--- src/rtl/uart_pkg.sv ---
// uart_pkg: definitions shared by the UART transmit and receive blocks.
//   CLK_HZ_DEFAULT, BIT_RATE_DEFAULT : default clock and line rates
//   cycles_per_bit()                 : clock cycles per line bit (truncated)
//   tx_state_e                       : transmitter FSM state encoding
package uart_pkg;

    localparam int CLK_HZ_DEFAULT   = 100_000_000;
    localparam int BIT_RATE_DEFAULT = 115_200;

    typedef enum logic [1:0] {
        TX_IDLE  = 2'd0,
        TX_START = 2'd1,
        TX_DATA  = 2'd2,
        TX_STOP  = 2'd3
    } tx_state_e;

    function automatic int cycles_per_bit(input int clk_hz, input int bit_rate);
        return clk_hz / bit_rate;
    endfunction

endpackage

--- src/rtl/sync_fifo.sv ---
// sync_fifo: single-clock FIFO with a registered occupancy count.
//   clk, rst          : clock, synchronous active-high reset (flushes contents)
//   wr_en, wr_data    : push request; ignored while full
//   rd_en, rd_data    : pop request; rd_data shows the head entry (fall-through)
//   full, empty       : occupancy flags derived from level
//   level             : entries currently stored
module sync_fifo #(
    parameter int WIDTH = 8,
    parameter int DEPTH = 16
) (
    input  logic                     clk,
    input  logic                     rst,
    input  logic                     wr_en,
    input  logic [WIDTH-1:0]         wr_data,
    input  logic                     rd_en,
    output logic [WIDTH-1:0]         rd_data,
    output logic                     full,
    output logic                     empty,
    output logic [$clog2(DEPTH):0]   level
);

    localparam int AW = $clog2(DEPTH);

    if (DEPTH < 2 || (DEPTH & (DEPTH - 1)) != 0) begin : g_bad_depth
        $error("sync_fifo: DEPTH must be a power of two and >= 2");
    end

    logic [WIDTH-1:0] mem_q [DEPTH];
    logic [AW-1:0]    wr_ptr_q, wr_ptr_d;
    logic [AW-1:0]    rd_ptr_q, rd_ptr_d;
    logic [AW:0]      level_q, level_d;
    logic             push, pop;

    assign full    = (level_q == (AW+1)'(DEPTH));
    assign empty   = (level_q == '0);
    assign level   = level_q;
    assign rd_data = mem_q[rd_ptr_q];

    // A full FIFO refuses the write even if a read frees a slot this cycle.
    assign push = wr_en && !full;
    assign pop  = rd_en && !empty;

    always_comb begin
        wr_ptr_d = wr_ptr_q;
        rd_ptr_d = rd_ptr_q;
        level_d  = level_q;
        if (push) begin
            wr_ptr_d = wr_ptr_q + AW'(1);
        end
        if (pop) begin
            rd_ptr_d = rd_ptr_q + AW'(1);
        end
        if (push && !pop) begin
            level_d = level_q + (AW+1)'(1);
        end else if (pop && !push) begin
            level_d = level_q - (AW+1)'(1);
        end
    end

    always_ff @(posedge clk) begin
        if (rst) begin
            wr_ptr_q <= '0;
            rd_ptr_q <= '0;
            level_q  <= '0;
        end else begin
            wr_ptr_q <= wr_ptr_d;
            rd_ptr_q <= rd_ptr_d;
            level_q  <= level_d;
        end
    end

    // Storage needs no reset; the pointers define what is valid.
    always_ff @(posedge clk) begin
        if (push) begin
            mem_q[wr_ptr_q] <= wr_data;
        end
    end

endmodule

--- src/rtl/uart_tx_stream.sv ---
// uart_tx_stream: buffered UART transmitter (start, LSB-first data, stop bits).
//   clk, rst    : clock, synchronous active-high reset
//   s_data      : byte to transmit, accepted when s_valid && s_ready
//   s_valid     : s_data valid
//   s_ready     : FIFO has room
//   uart_txd    : serial line, idle high, registered
//   tx_busy     : frame in progress or bytes queued, registered
//   fifo_level  : entries currently queued
module uart_tx_stream
    import uart_pkg::*;
#(
    parameter int CLK_HZ       = CLK_HZ_DEFAULT,
    parameter int BIT_RATE     = BIT_RATE_DEFAULT,
    parameter int PAYLOAD_BITS = 8,
    parameter int STOP_BITS    = 1,
    parameter int FIFO_DEPTH   = 16
) (
    input  logic                          clk,
    input  logic                          rst,
    input  logic [PAYLOAD_BITS-1:0]       s_data,
    input  logic                          s_valid,
    output logic                          s_ready,
    output logic                          uart_txd,
    output logic                          tx_busy,
    output logic [$clog2(FIFO_DEPTH):0]   fifo_level
);

    localparam int CPB = cycles_per_bit(CLK_HZ, BIT_RATE);
    localparam int TW  = (CPB > 2) ? $clog2(CPB) : 1;
    localparam int BW  = $clog2(PAYLOAD_BITS + 1);

    localparam logic [TW-1:0] TIMER_LAST = TW'(CPB - 1);
    localparam logic [BW-1:0] DATA_LAST  = BW'(PAYLOAD_BITS - 1);
    localparam logic [BW-1:0] STOP_LAST  = BW'(STOP_BITS - 1);

    if (CPB < 2) begin : g_bad_rate
        $error("uart_tx_stream: CLK_HZ/BIT_RATE must be at least 2");
    end
    if (STOP_BITS != 1 && STOP_BITS != 2) begin : g_bad_stop
        $error("uart_tx_stream: STOP_BITS must be 1 or 2");
    end

    tx_state_e                 state_q, state_d;
    logic [TW-1:0]             timer_q, timer_d;
    logic [BW-1:0]             bit_cnt_q, bit_cnt_d;
    logic [PAYLOAD_BITS-1:0]   shreg_q, shreg_d;
    logic                      txd_q, txd_d;
    logic                      busy_q, busy_d;

    logic                      fifo_pop;
    logic [PAYLOAD_BITS-1:0]   fifo_head;
    logic                      fifo_full, fifo_empty;
    logic                      push_acc;
    logic                      bit_end;

    sync_fifo #(
        .WIDTH (PAYLOAD_BITS),
        .DEPTH (FIFO_DEPTH)
    ) u_fifo (
        .clk     (clk),
        .rst     (rst),
        .wr_en   (s_valid),
        .wr_data (s_data),
        .rd_en   (fifo_pop),
        .rd_data (fifo_head),
        .full    (fifo_full),
        .empty   (fifo_empty),
        .level   (fifo_level)
    );

    assign s_ready  = !fifo_full;
    assign push_acc = s_valid && !fifo_full;
    assign bit_end  = (timer_q == TIMER_LAST);
    assign uart_txd = txd_q;
    assign tx_busy  = busy_q;

    always_comb begin
        state_d   = state_q;
        timer_d   = timer_q;
        bit_cnt_d = bit_cnt_q;
        shreg_d   = shreg_q;
        fifo_pop  = 1'b0;

        if (state_q != TX_IDLE) begin
            timer_d = bit_end ? '0 : timer_q + TW'(1);
        end

        case (state_q)
            TX_IDLE: begin
                if (!fifo_empty) begin
                    fifo_pop = 1'b1;
                    shreg_d  = fifo_head;
                    state_d  = TX_START;
                    timer_d  = '0;
                end
            end
            TX_START: begin
                if (bit_end) begin
                    state_d   = TX_DATA;
                    bit_cnt_d = '0;
                end
            end
            TX_DATA: begin
                if (bit_end) begin
                    shreg_d = shreg_q >> 1;
                    if (bit_cnt_q == DATA_LAST) begin
                        state_d   = TX_STOP;
                        bit_cnt_d = '0;
                    end else begin
                        bit_cnt_d = bit_cnt_q + BW'(1);
                    end
                end
            end
            TX_STOP: begin
                if (bit_end) begin
                    if (bit_cnt_q == STOP_LAST) begin
                        // Chain straight into the next frame when data is waiting.
                        if (!fifo_empty) begin
                            fifo_pop = 1'b1;
                            shreg_d  = fifo_head;
                            state_d  = TX_START;
                        end else begin
                            state_d  = TX_IDLE;
                        end
                    end else begin
                        bit_cnt_d = bit_cnt_q + BW'(1);
                    end
                end
            end
            default: state_d = TX_IDLE;
        endcase

        // Line level follows the current state, so it trails the FSM by one edge.
        case (state_q)
            TX_START: txd_d = 1'b0;
            TX_DATA:  txd_d = shreg_q[0];
            default:  txd_d = 1'b1;
        endcase

        // Any pop moves the FSM to START, so the FIFO only needs checking
        // for the no-pop case: occupied now, or receiving a byte this edge.
        busy_d = (state_d != TX_IDLE) || !fifo_empty || push_acc;
    end

    always_ff @(posedge clk) begin
        if (rst) begin
            state_q   <= TX_IDLE;
            timer_q   <= '0;
            bit_cnt_q <= '0;
            shreg_q   <= '0;
            txd_q     <= 1'b1;
            busy_q    <= 1'b0;
        end else begin
            state_q   <= state_d;
            timer_q   <= timer_d;
            bit_cnt_q <= bit_cnt_d;
            shreg_q   <= shreg_d;
            txd_q     <= txd_d;
            busy_q    <= busy_d;
        end
    end

endmodule

--- config.mk ---
export PLATFORM = sky130hd
export DESIGN_NAME = uart_tx_stream
export DESIGN_NICKNAME = d
export VERILOG_FILES = /design/src/rtl/uart_pkg.sv /design/src/rtl/sync_fifo.sv /design/src/rtl/uart_tx_stream.sv
export SDC_FILE = /design/constraint.sdc
export NUM_CORES = 1
export LEC_CHECK = 0
export CAP_MARGIN = 0
export CORE_AREA = 5 5 135 111
export CTS_CLUSTER_DIAMETER = 100
export DETAILED_ROUTE_END_ITERATION = 7
export DIE_AREA = 0 0 140 116
export GPL_TIMING_DRIVEN = 0
export PLACE_DENSITY = 0.82
export SYNTH_ARGS = -nofsm -noshare
export SYNTH_HDL_FRONTEND = slang
export SYNTH_SLANG_ARGS = --single-unit
--- constraint.sdc ---
create_clock -name clk -period 9.1 [get_ports clk]
set_input_delay 1.365 -clock clk [delete_from_list [all_inputs] [get_ports clk]]
set_output_delay 1.365 -clock clk [all_outputs]
set_load 0.02 [all_outputs]
==> impl_metrics.env, run 1 <==
export IMPL_status="finished clean"
export IMPL_hp_start="shreg_q[1]"
export IMPL_yosysTopAreaCellShare_pct=52.77
export IMPL_timing_hold_worst_path_depth=2
export IMPL_fmax_ghz=0.2548
export IMPL_ys_warn_count=0
export IMPL_final_net_count=565
export IMPL_cp_startpoint="s_valid"
export IMPL_synth_avg_cell_area_um2=14.57
export IMPL_leakage_nw=2.693
export IMPL_slowest_delay_ns=0.64
export IMPL_r2r_slack_ns=5.48
export IMPL_swShare_pct=31.10
export IMPL_multi_input_area_um2=2380
export IMPL_fin_area_um2=8294
export IMPL_slowest_stage="a21boi_1"
export IMPL_grt_usage_pct=20.62
export IMPL_start_util_pct=54.32
export IMPL_synth_edf_count=128
export IMPL_slew_viol_final=0
export IMPL_p_int_mw=1.573
export IMPL_numCtsBuffers=17
export IMPL_synthTopCellsByArea="edfxtp_1 (53%), dfxtp_1 (12%), mux4_2 (7.7%)"
export IMPL_worstRegToRegCells=13
export IMPL_row_count=38
export IMPL_overflow=0
export IMPL_synth_top_area_cell="edfxtp_1"
export IMPL_synthCells=500
export IMPL_syn_nets=528
export IMPL_area_sequential_um2=4705
export IMPL_cts_hold_buf=0
export IMPL_die_w_um=140
export IMPL_powerDensity_nw_per_um2=275.2
export IMPL_dp_hpwl_mm=10.57
export IMPL_synth_cell_type_count=61
export IMPL_r2r_start="state_q[0]"
export IMPL_period_share_pct=43.12
export IMPL_path_class="input pin to flip-flop"
export IMPL_htree_num_levels=4
export IMPL_critical_path_required_ns=9.46
export IMPL_maxCapViolCount=0
export IMPL_p_total_mw=2.283
export IMPL_cts_tree="built"
export IMPL_die_area_um2=16240
export IMPL_end_kind="flip-flop"
export IMPL_synth_ff_type="edfxtp_1"
export IMPL_ios=19
export IMPL_drive_gt1_share_pct=15.82
export IMPL_finalSetupViolCount=0
export IMPL_worstHoldEndpoint="shreg_q[1]"
export IMPL_cp_common_cell="a21oi_1"
export IMPL_vias=4549
export IMPL_pwr_share_clk_pct=32.3
export IMPL_startpoint_type="input pin"
export IMPL_reg2reg_to="u_fifo.level[4]"
export IMPL_clock_root_buffer="clkbuf_16"
export IMPL_diodes=0
export IMPL_path_max_fanout=9
export IMPL_postCtsSetupBuffers=0
export IMPL_hold_viol_final=0
export IMPL_place_gp_congestion=0.8880
export IMPL_die_y_um=116
export IMPL_drcViolationCount=0
export IMPL_first_pass_iters=5
export IMPL_avgRoutedWirePerCell_um=21.81
export IMPL_cp_data_arrival_time_ns=4.28
export IMPL_worst_pin_slew_ns=1.171
export IMPL_ys_ff_latch=171
export IMPL_p_comb_share_pct=26.9
export IMPL_clk_path_buf_depth=2
export IMPL_postPlaceCellArea_um2=7689
export IMPL_grt_pass1_vias=4509
export IMPL_clkSinkCount=171
export IMPL_peakVddDrop_mv=0.2156
export IMPL_insertion_delay_ns=0.43
export IMPL_p_sw_mw=0.7099
export IMPL_period_needed_ns=3.924
export IMPL_placement_io_buffers=18
export IMPL_skew_ns=0.008293
export IMPL_fin_setup_tns_ns=0
export IMPL_grt_pass1_wl_mm=25.07
export IMPL_rsz0062_at_grt="false"
export IMPL_syn_area_um2=7283
export IMPL_drt_initial_drc_count=601
export IMPL_power_frac_seq_pct=40.8
export IMPL_ys_seq_area_share_pct=64.59
export IMPL_areaGrowthSynthToFinish_pct=13.88
export IMPL_cts_reportedPaths_clkPinSlew_ns=0.07
export IMPL_core_area_um2=13410
export IMPL_cp_cell_sequence="clkdlybuf4s50_1 > a21boi_1 > ha_1 > inv_1 > fa_1 > a21o_1 > a21oi_1 > xnor2_1 > or3_1 > a21oi_1"
export IMPL_antenna_found_initial=0
export IMPL_cts_repair_resize_count=0
export IMPL_grt_max_degree=18
export IMPL_async_flop_share_pct=0
export IMPL_slew_headroom_pct=21.35
export IMPL_viasPerCell=6.232
export IMPL_fillers=987
export IMPL_hold_class="flip-flop to flip-flop"
export IMPL_routed_wl_mm=15.92
export IMPL_ant_nets=0
worst max-delay path by stage:
stage / endpoint / slack, ns / cells after the start
2_1_floorplan: u_fifo.level[4] / 5.65 / 9
3_3_place_gp: u_fifo.level[4] / 4.79 / 10
3_5_place_dp: u_fifo.level[4] / 4.77 / 10
4_1_cts: u_fifo.level[4] / 5.20 / 10
5_1_grt: u_fifo.level[4] / 4.94 / 10
6_report: u_fifo.level[4] / 5.18 / 10
sequential cells by signal, summed over array words and instances (netlist names), named ones only:
name	cells
u_fifo.mem_q	128
timer_q	10
shreg_q	8
u_fifo.level	5
bit_cnt_q	4
u_fifo.rd_ptr_q	4
u_fifo.wr_ptr_q	4
state_q	2
tx_busy	1
uart_txd	1
per-stage QoR:
| step | hold WS [ns] | utilization, % | instances | worst slack, ns |
|---|---|---|---|---|
| detailed placement | 0.4604 | 57.34 | 698 | 4.767 |
| global route | 0.4945 | 61.86 | 730 | 4.939 |
| CTS | 0.4698 | 61.86 | 730 | 5.203 |
| finish | 0.4675 | 61.86 | 730 | 5.176 |
| global placement | 0.4557 | 57.34 | 698 | 4.793 |
| floorplan | 0.4437 | - | 500 | 5.646 |
area by class of cell:
class,count,area share [%]
Buffer,26,1.855
Clock buffer,17,5.129
Clock inverter,15,2.172
Inverter,12,0.5431
Multi-Input combinational cell,291,28.69
Sequential cell,171,56.72
Tap cell,180,2.715
Timing Repair Buffer,18,2.172
Yosys cell counts, types with 4 or more instances:
cell type / count
edfxtp_1: 128
nand4_1: 5
inv_1: 12
xnor2_1: 8
mux2i_1: 19
o221ai_1: 7
nand3_1: 20
a22o_2: 5
nor2b_1: 7
a21oi_1: 32
nor3_1: 9
o21ai_0: 10
mux4_2: 25
dfxtp_1: 43
buf_2: 5
nor2_1: 47
buf_6: 4
a22oi_1: 9
clkbuf_1: 11
a21o_1: 4
ha_1: 16
nand2_1: 12
power by group through the flow:
stage | sequential (mW) | clock (mW) | combinational (mW)
2_1_floorplan | 0.950 | 0 | 0.433
3_3_place_gp | 0.942 | 0 | 0.582
3_5_place_dp | 0.946 | 0 | 0.604
4_1_cts | 0.930 | 0.747 | 0.610
5_1_grt | 0.938 | 0.788 | 0.666
6_report | 0.931 | 0.737 | 0.614
critical path: cells and delay by family:
kind                       cells  cell delay [ns]
xor gates and xnor gates       1             0.10
adders and majority gates      2             0.71
AOI/OAI and AO/OA              4             1.16
and+or+nand+nor                1             0.30
buffers and inverters          2             0.64
metal layers:
layer  global-route usage [%]  wire length, um
met1                    28.73             6872
met2                    32.49             7577
met3                    5.322             1175
met4                    6.262              298
met5                        0                0
cells in the final DEF, fill, tap and decap left out, drive strengths merged, types with 4 or more instances in the layout:
master,netlist,routed
nor3,10,10
o21ai,10,10
a22o,8,8
mux4,25,25
inv,12,19
clkbuf,13,30
a21o,4,4
dfxtp,43,43
a21oi,33,33
a22oi,9,9
o221ai,7,7
edfxtp,128,128
and3,4,4
nand3,21,21
nand2,12,12
mux2i,19,19
buf,12,12
xnor2,8,8
clkdlybuf4s50,0,18
nor2,47,47
ha,16,16
nor2b,7,7
nand4,5,5
logic make-up (layout without fill, tap and decap cells):
kind of cell | Yosys count | count (layout) | synth area share (%)
buffers and inverters | 38 | 88 | 2.731
adders and majority gates | 17 | 17 | 3.024
and+or+nand+nor | 129 | 129 | 9.174
xor gates and xnor gates | 11 | 11 | 1.323
AOI/OAI and AO/OA | 90 | 90 | 8.813
muxes | 44 | 44 | 10.34
DFF | 171 | 171 | 64.59
Note: power is estimated with default switching activity, not from simulation.
==> run 2, diff against run 1 <==
--- a/config.mk
+++ b/config.mk
@@ -11,7 +11,7 @@
 export DETAILED_ROUTE_END_ITERATION = 7
 export DIE_AREA = 0 0 140 116
 export GPL_TIMING_DRIVEN = 0
-export PLACE_DENSITY = 0.82
+export PLACE_DENSITY = 0.84
 export SYNTH_ARGS = -nofsm -noshare
 export SYNTH_HDL_FRONTEND = slang
 export SYNTH_SLANG_ARGS = --single-unit
==> constraint.sdc (replaced) <==
create_clock -name clk -period 3.4 [get_ports clk]
set_input_delay 0.51 -clock clk [delete_from_list [all_inputs] [get_ports clk]]
set_output_delay 0.51 -clock clk [all_outputs]
set_load 0.02 [all_outputs]
==> impl_metrics.env, run 2 (same netlist as run 1, synthesis figures left out) <==
export IMPL_fmax_ghz=0.3120
export IMPL_top_register="u_fifo.mem_q"
export IMPL_core_area_um2=13410
export IMPL_peakVddDrop_mv=0.5564
export IMPL_cp_data_arrival_time_ns=3.56
export IMPL_period_needed_ns=3.205
export IMPL_layout_common_cells="edfxtp_1 (128), nor2_1 (47), dfxtp_1 (41), a21oi_1 (32), mux4_2 (25)"
export IMPL_p_total_mw=6.108
export IMPL_insertion_delay_ns=0.43
export IMPL_cts_tree="built"
export IMPL_p_comb_share_pct=27.6
export IMPL_dp_hpwl_mm=10.15
export IMPL_antenna_found_initial=0
export IMPL_final_net_count=566
export IMPL_grt_pass1_vias=4439
export IMPL_worst_pin_slew_ns=1.313
export IMPL_p_int_mw=4.178
export IMPL_path_class="flip-flop to flip-flop"
export IMPL_post_route_util_pct=62.28
export IMPL_die_y_um=116
export IMPL_period_share_pct=94.27
export IMPL_clk_path_buf_depth=2
export IMPL_power_frac_seq_pct=41.1
export IMPL_slew_headroom_pct=11.77
export IMPL_critical_path_required_ns=3.76
export IMPL_postPlaceCellArea_um2=7689
export IMPL_routed_wl_mm=14.94
export IMPL_htree_num_levels=4
export IMPL_hold_ws_ns=0.4695
export IMPL_place_gp_congestion=0.8996
export IMPL_row_count=38
export IMPL_final_common_cell="edfxtp_1"
export IMPL_overflow=0
export IMPL_reg_top3="u_fifo.mem_q (128), timer_q (10), shreg_q (8)"
export IMPL_drcViolationCount=0
export IMPL_ant_nets=0
export IMPL_powerDensity_nw_per_um2=731.4
export IMPL_status="finished clean"
export IMPL_viasPerCell=6.044
export IMPL_largest_reg_flops=128
export IMPL_ios=19
export IMPL_end_kind="flip-flop"
export IMPL_die_w_um=140
export IMPL_avgRoutedWirePerCell_um=20.44
export IMPL_place_ws_ns=-0.1765
export IMPL_diodes=0
export IMPL_start_util_pct=54.32
export IMPL_swShare_pct=31.60
export IMPL_grt_max_degree=19
export IMPL_startpoint_type="flip-flop"
export IMPL_maxCapViolCount=0
export IMPL_slew_viol_final=0
export IMPL_finalSetupViolCount=0
export IMPL_fin_setup_tns_ns=0
export IMPL_hold_class="flip-flop to flip-flop"
export IMPL_leakage_nw=2.708
export IMPL_grt_usage_pct=19.48
export IMPL_cp_cell_sequence="ha_4 > nor4bb_2 > a41oi_1 > nor3_4 > inv_1 > ha_1 > inv_1 > ha_1 > a21o_1 > a21oi_1 > xnor2_1 > or3_1 > a21oi_1"
export IMPL_cts_reportedPaths_clkPinSlew_ns=0.07
export IMPL_drt_initial_drc_count=443
export IMPL_skew_ns=0.009924
export IMPL_first_pass_iters=5
export IMPL_areaGrowthSynthToFinish_pct=14.65
export IMPL_hold_viol_final=0
export IMPL_dp_cells=698
export IMPL_rsz0062_at_grt="false"
export IMPL_clkSinkCount=171
export IMPL_slowest_delay_ns=0.41
export IMPL_path_max_fanout=8
export IMPL_clock_root_buffer="clkbuf_16"
export IMPL_p_sw_mw=1.930
export IMPL_pwr_share_clk_pct=31.3
export IMPL_slowest_stage="dfxtp_2"
export IMPL_grt_pass1_wl_mm=23.76
export IMPL_die_area_um2=16240
export IMPL_vias=4418
export IMPL_fin_area_um2=8351
export IMPL_fin_ws_ns=0.1947
export IMPL_numCtsBuffers=17
export IMPL_stdcell_count=731
export IMPL_fillers=963
export IMPL_drive_gt1_share_pct=17.42
export IMPL_placement_io_buffers=18
run 2: cell count changes in the layout (fill, tap and decap cells not counted), sizes merged:
cell and change:
clkinvlp -1, clkinv +1, buf +1, inv +1, bufinv -1
run 2: worst max-delay path, delay by kind of cell, from the launching register on:
| kind | cells | cell delay, ns |
|---|---|---|
| AND/OR/NAND/NOR | 3 | 0.90 |
| flip-flops | 1 | 0.41 |
| AO/OA/AOI/OAI | 4 | 0.75 |
| adder cells (fa/ha/maj) | 3 | 0.73 |
| buffers and inverters | 2 | 0.21 |
| XOR/XNOR | 1 | 0.12 |
run 2: layout make-up:
type	instances	area [um^2]	area share, %
Clock buffer	17	425.4	5.094
Tap cell	180	225.2	2.697
Buffer	26	153.9	1.843
Timing Repair Buffer	19	187.7	2.248
Clock inverter	15	168.9	2.023
Sequential cell	171	4707	56.37
Multi-Input combinational cell	291	2437	29.19
Inverter	12	45.04	0.5394
run 2: routing by layer:
layer | share of wire (%) | track usage (%) | vias to the layer above
met5 | 0 | 0 | -
met4 | 0.83 | 5.358 | 0
met3 | 7.6 | 5.404 | 11
met2 | 50 | 32.78 | 165
met1 | 42 | 25.33 | 2220
li1 | - | - | 2022
run 2: power groups by stage:
stage               clock (mW)  combinational [mW]  sequential, mW
floorplan                    0                1.16            2.54
global placement             0                1.55            2.52
detailed placement           0                1.61            2.53
CTS                       1.93                1.66            2.50
global route              2.03                1.82            2.53
finish                    1.91                1.69            2.51
run 2: what timing repair did:
action	CTS	global route
hold buffers	0	0
endpoints found under the setup margin	2	1
resized for setup	4	7
buffers inserted	1	0
pin swaps	1	0
run 2: final timing paths:
path / start / end / slack, ns / cells past startpoint
max: state_q[0] / u_fifo.level[4] / 0.19 / 13
min: shreg_q[7] / shreg_q[7] / 0.47 / 2
max reg2reg: state_q[0] / u_fifo.level[4] / 0.19 / 13
min reg2reg: shreg_q[7] / shreg_q[7] / 0.47 / 2
==> run 3, diff against run 2 <==
--- a/config.mk
+++ b/config.mk
@@ -6,10 +6,10 @@
 export NUM_CORES = 1
 export LEC_CHECK = 0
 export CAP_MARGIN = 0
-export CORE_AREA = 5 5 135 111
+export CORE_AREA = 2 2 132 108
 export CTS_CLUSTER_DIAMETER = 100
 export DETAILED_ROUTE_END_ITERATION = 7
-export DIE_AREA = 0 0 140 116
+export DIE_AREA = 0 0 134 110
 export GPL_TIMING_DRIVEN = 0
 export PLACE_DENSITY = 0.84
 export SYNTH_ARGS = -nofsm -noshare
==> impl_metrics.env, run 3 (same netlist as run 1, synthesis figures left out) <==
export IMPL_swShare_pct=30.09
export IMPL_die_w_um=134
export IMPL_status="finished clean"
export IMPL_p_total_mw=6.129
export IMPL_p_sw_mw=1.844
export IMPL_clk_path_buf_depth=2
export IMPL_startpoint_type="flip-flop"
export IMPL_diodes=0
export IMPL_place_gp_congestion=0.8925
export IMPL_cts_hold_buf=0
export IMPL_start_util_pct=54.51
export IMPL_period_share_pct=94.63
export IMPL_slew_viol_final=0
export IMPL_grt_usage_pct=22.45
export IMPL_hold_viol_final=0
export IMPL_antenna_found_initial=0
export IMPL_reg_top3="u_fifo.mem_q (128), timer_q (10), shreg_q (8)"
export IMPL_ios=19
export IMPL_end_kind="flip-flop"
export IMPL_htree_num_levels=4
export IMPL_critical_path_required_ns=3.76
export IMPL_placement_io_buffers=18
export IMPL_die_area_um2=14740
export IMPL_postPlaceCellArea_um2=7689
export IMPL_areaGrowthSynthToFinish_pct=14.50
export IMPL_insertion_delay_ns=0.43
export IMPL_power_frac_seq_pct=40.8
export IMPL_ant_nets=0
export IMPL_hold_ws_ns=0.4767
export IMPL_drive_gt1_share_pct=16.52
export IMPL_peakVddDrop_mv=0.5202
export IMPL_numCtsBuffers=17
export IMPL_finalSetupViolCount=0
export IMPL_clkSinkCount=171
export IMPL_grt_max_degree=17
export IMPL_dp_hpwl_mm=10.22
export IMPL_p_int_mw=4.285
export IMPL_viasPerCell=6.098
export IMPL_maxCapViolCount=0
export IMPL_hold_class="flip-flop to flip-flop"
export IMPL_pwr_share_clk_pct=31.8
export IMPL_final_common_cell="edfxtp_1"
export IMPL_grt_pass1_vias=4470
export IMPL_path_class="flip-flop to flip-flop"
export IMPL_vias=4458
export IMPL_cts_tree="built"
export IMPL_overflow=0
export IMPL_leakage_nw=2.706
export IMPL_row_count=38
export IMPL_powerDensity_nw_per_um2=735.0
export IMPL_layout_common_cells="edfxtp_1 (128), nor2_1 (47), dfxtp_1 (43), a21oi_1 (32), mux4_2 (25)"
export IMPL_avgRoutedWirePerCell_um=20.78
export IMPL_skew_ns=0.007871
export IMPL_dp_cells=698
export IMPL_fmax_ghz=0.3108
export IMPL_final_net_count=566
export IMPL_core_area_um2=13360
export IMPL_largest_reg_flops=128
export IMPL_clock_root_buffer="clkbuf_16"
export IMPL_top_register="u_fifo.mem_q"
export IMPL_drt_initial_drc_count=552
export IMPL_period_needed_ns=3.217
export IMPL_slew_headroom_pct=17.23
export IMPL_first_pass_iters=5
export IMPL_path_max_fanout=8
export IMPL_p_comb_share_pct=27.3
export IMPL_grt_pass1_wl_mm=24.14
export IMPL_fin_area_um2=8339
export IMPL_die_y_um=110
export IMPL_routed_wl_mm=15.19
export IMPL_cp_data_arrival_time_ns=3.57
export IMPL_cts_reportedPaths_clkPinSlew_ns=0.06
export IMPL_drcViolationCount=0
export IMPL_stdcell_count=731
export IMPL_worst_pin_slew_ns=1.232
==> run 3: final timing paths <==
path                                        end  slack [ns]  depth (start not counted)        from
worst min-delay path                 shreg_q[3]        0.48                          2  shreg_q[3]
worst min register to register       shreg_q[3]        0.48                          2  shreg_q[3]
worst max-delay path            u_fifo.level[4]        0.18                         13  state_q[0]
worst max register to register  u_fifo.level[4]        0.18                         13  state_q[0]
==> run 3: power by group through the flow <==
| stage | sequential, mW | combinational, mW | clock, mW |
|---|---|---|---|
| after floorplan | 2.54 | 1.16 | 0 |
| after CTS | 2.49 | 1.65 | 1.96 |
| after global placement | 2.52 | 1.54 | 0 |
| after global routing | 2.52 | 1.82 | 2.05 |
| after detailed placement | 2.53 | 1.61 | 0 |
| final | 2.50 | 1.68 | 1.95 |
==> run 3: through the flow <==
stage	setup slack [ns]	util [%]	TNS, ns
6_report	0.1827	62.42	0
5_1_grt	-0.002768	62.42	-0.002768
4_1_cts	0.1051	62.18	0
3_5_place_dp	-0.1893	57.55	-0.1893
3_3_place_gp	-0.1382	57.55	-0.1382
2_1_floorplan	0.3264	-	0
==> run 3: area by class of cell <==
| class | count | area [um^2] |
|---|---|---|
| fillers | 941 | 5021 |
| flip-flops and latches | 171 | 4705 |
| multi-input cells | 291 | 2426 |
| clock buffers | 18 | 429.2 |
| well taps | 180 | 225.2 |
| repair buffers | 19 | 187.7 |
| clock inverters | 14 | 167.7 |
| plain buffers | 26 | 153.9 |
| inverters | 12 | 45.04 |
==> run 3: what timing repair did <==
item                       4_1_cts  5_1_grt
buffers inserted                 1        0
setup endpoints to repair        1        1
pin swaps                        1        0
gates resized for setup          3        4
==> run 3: metal layers <==
metal | wire (um) | track usage [%]
met5 | 0 | 0
met4 | 303 | 8.283
met3 | 1043 | 5.396
met2 | 7630 | 38.02
met1 | 6214 | 28.62
==> run 3: critical path: stages, from the launching register on <==
cell	delay, ns
dfxtp_1	0.46
ha_4	0.25
nor4bb_2	0.37
a41oi_1	0.21
nor3_4	0.26
inv_1	0.07
ha_1	0.20
inv_1	0.14
ha_1	0.29
a21o_1	0.17
a21oi_1	0.19
xnor2_1	0.09
or3_1	0.31
a21oi_1	0.14
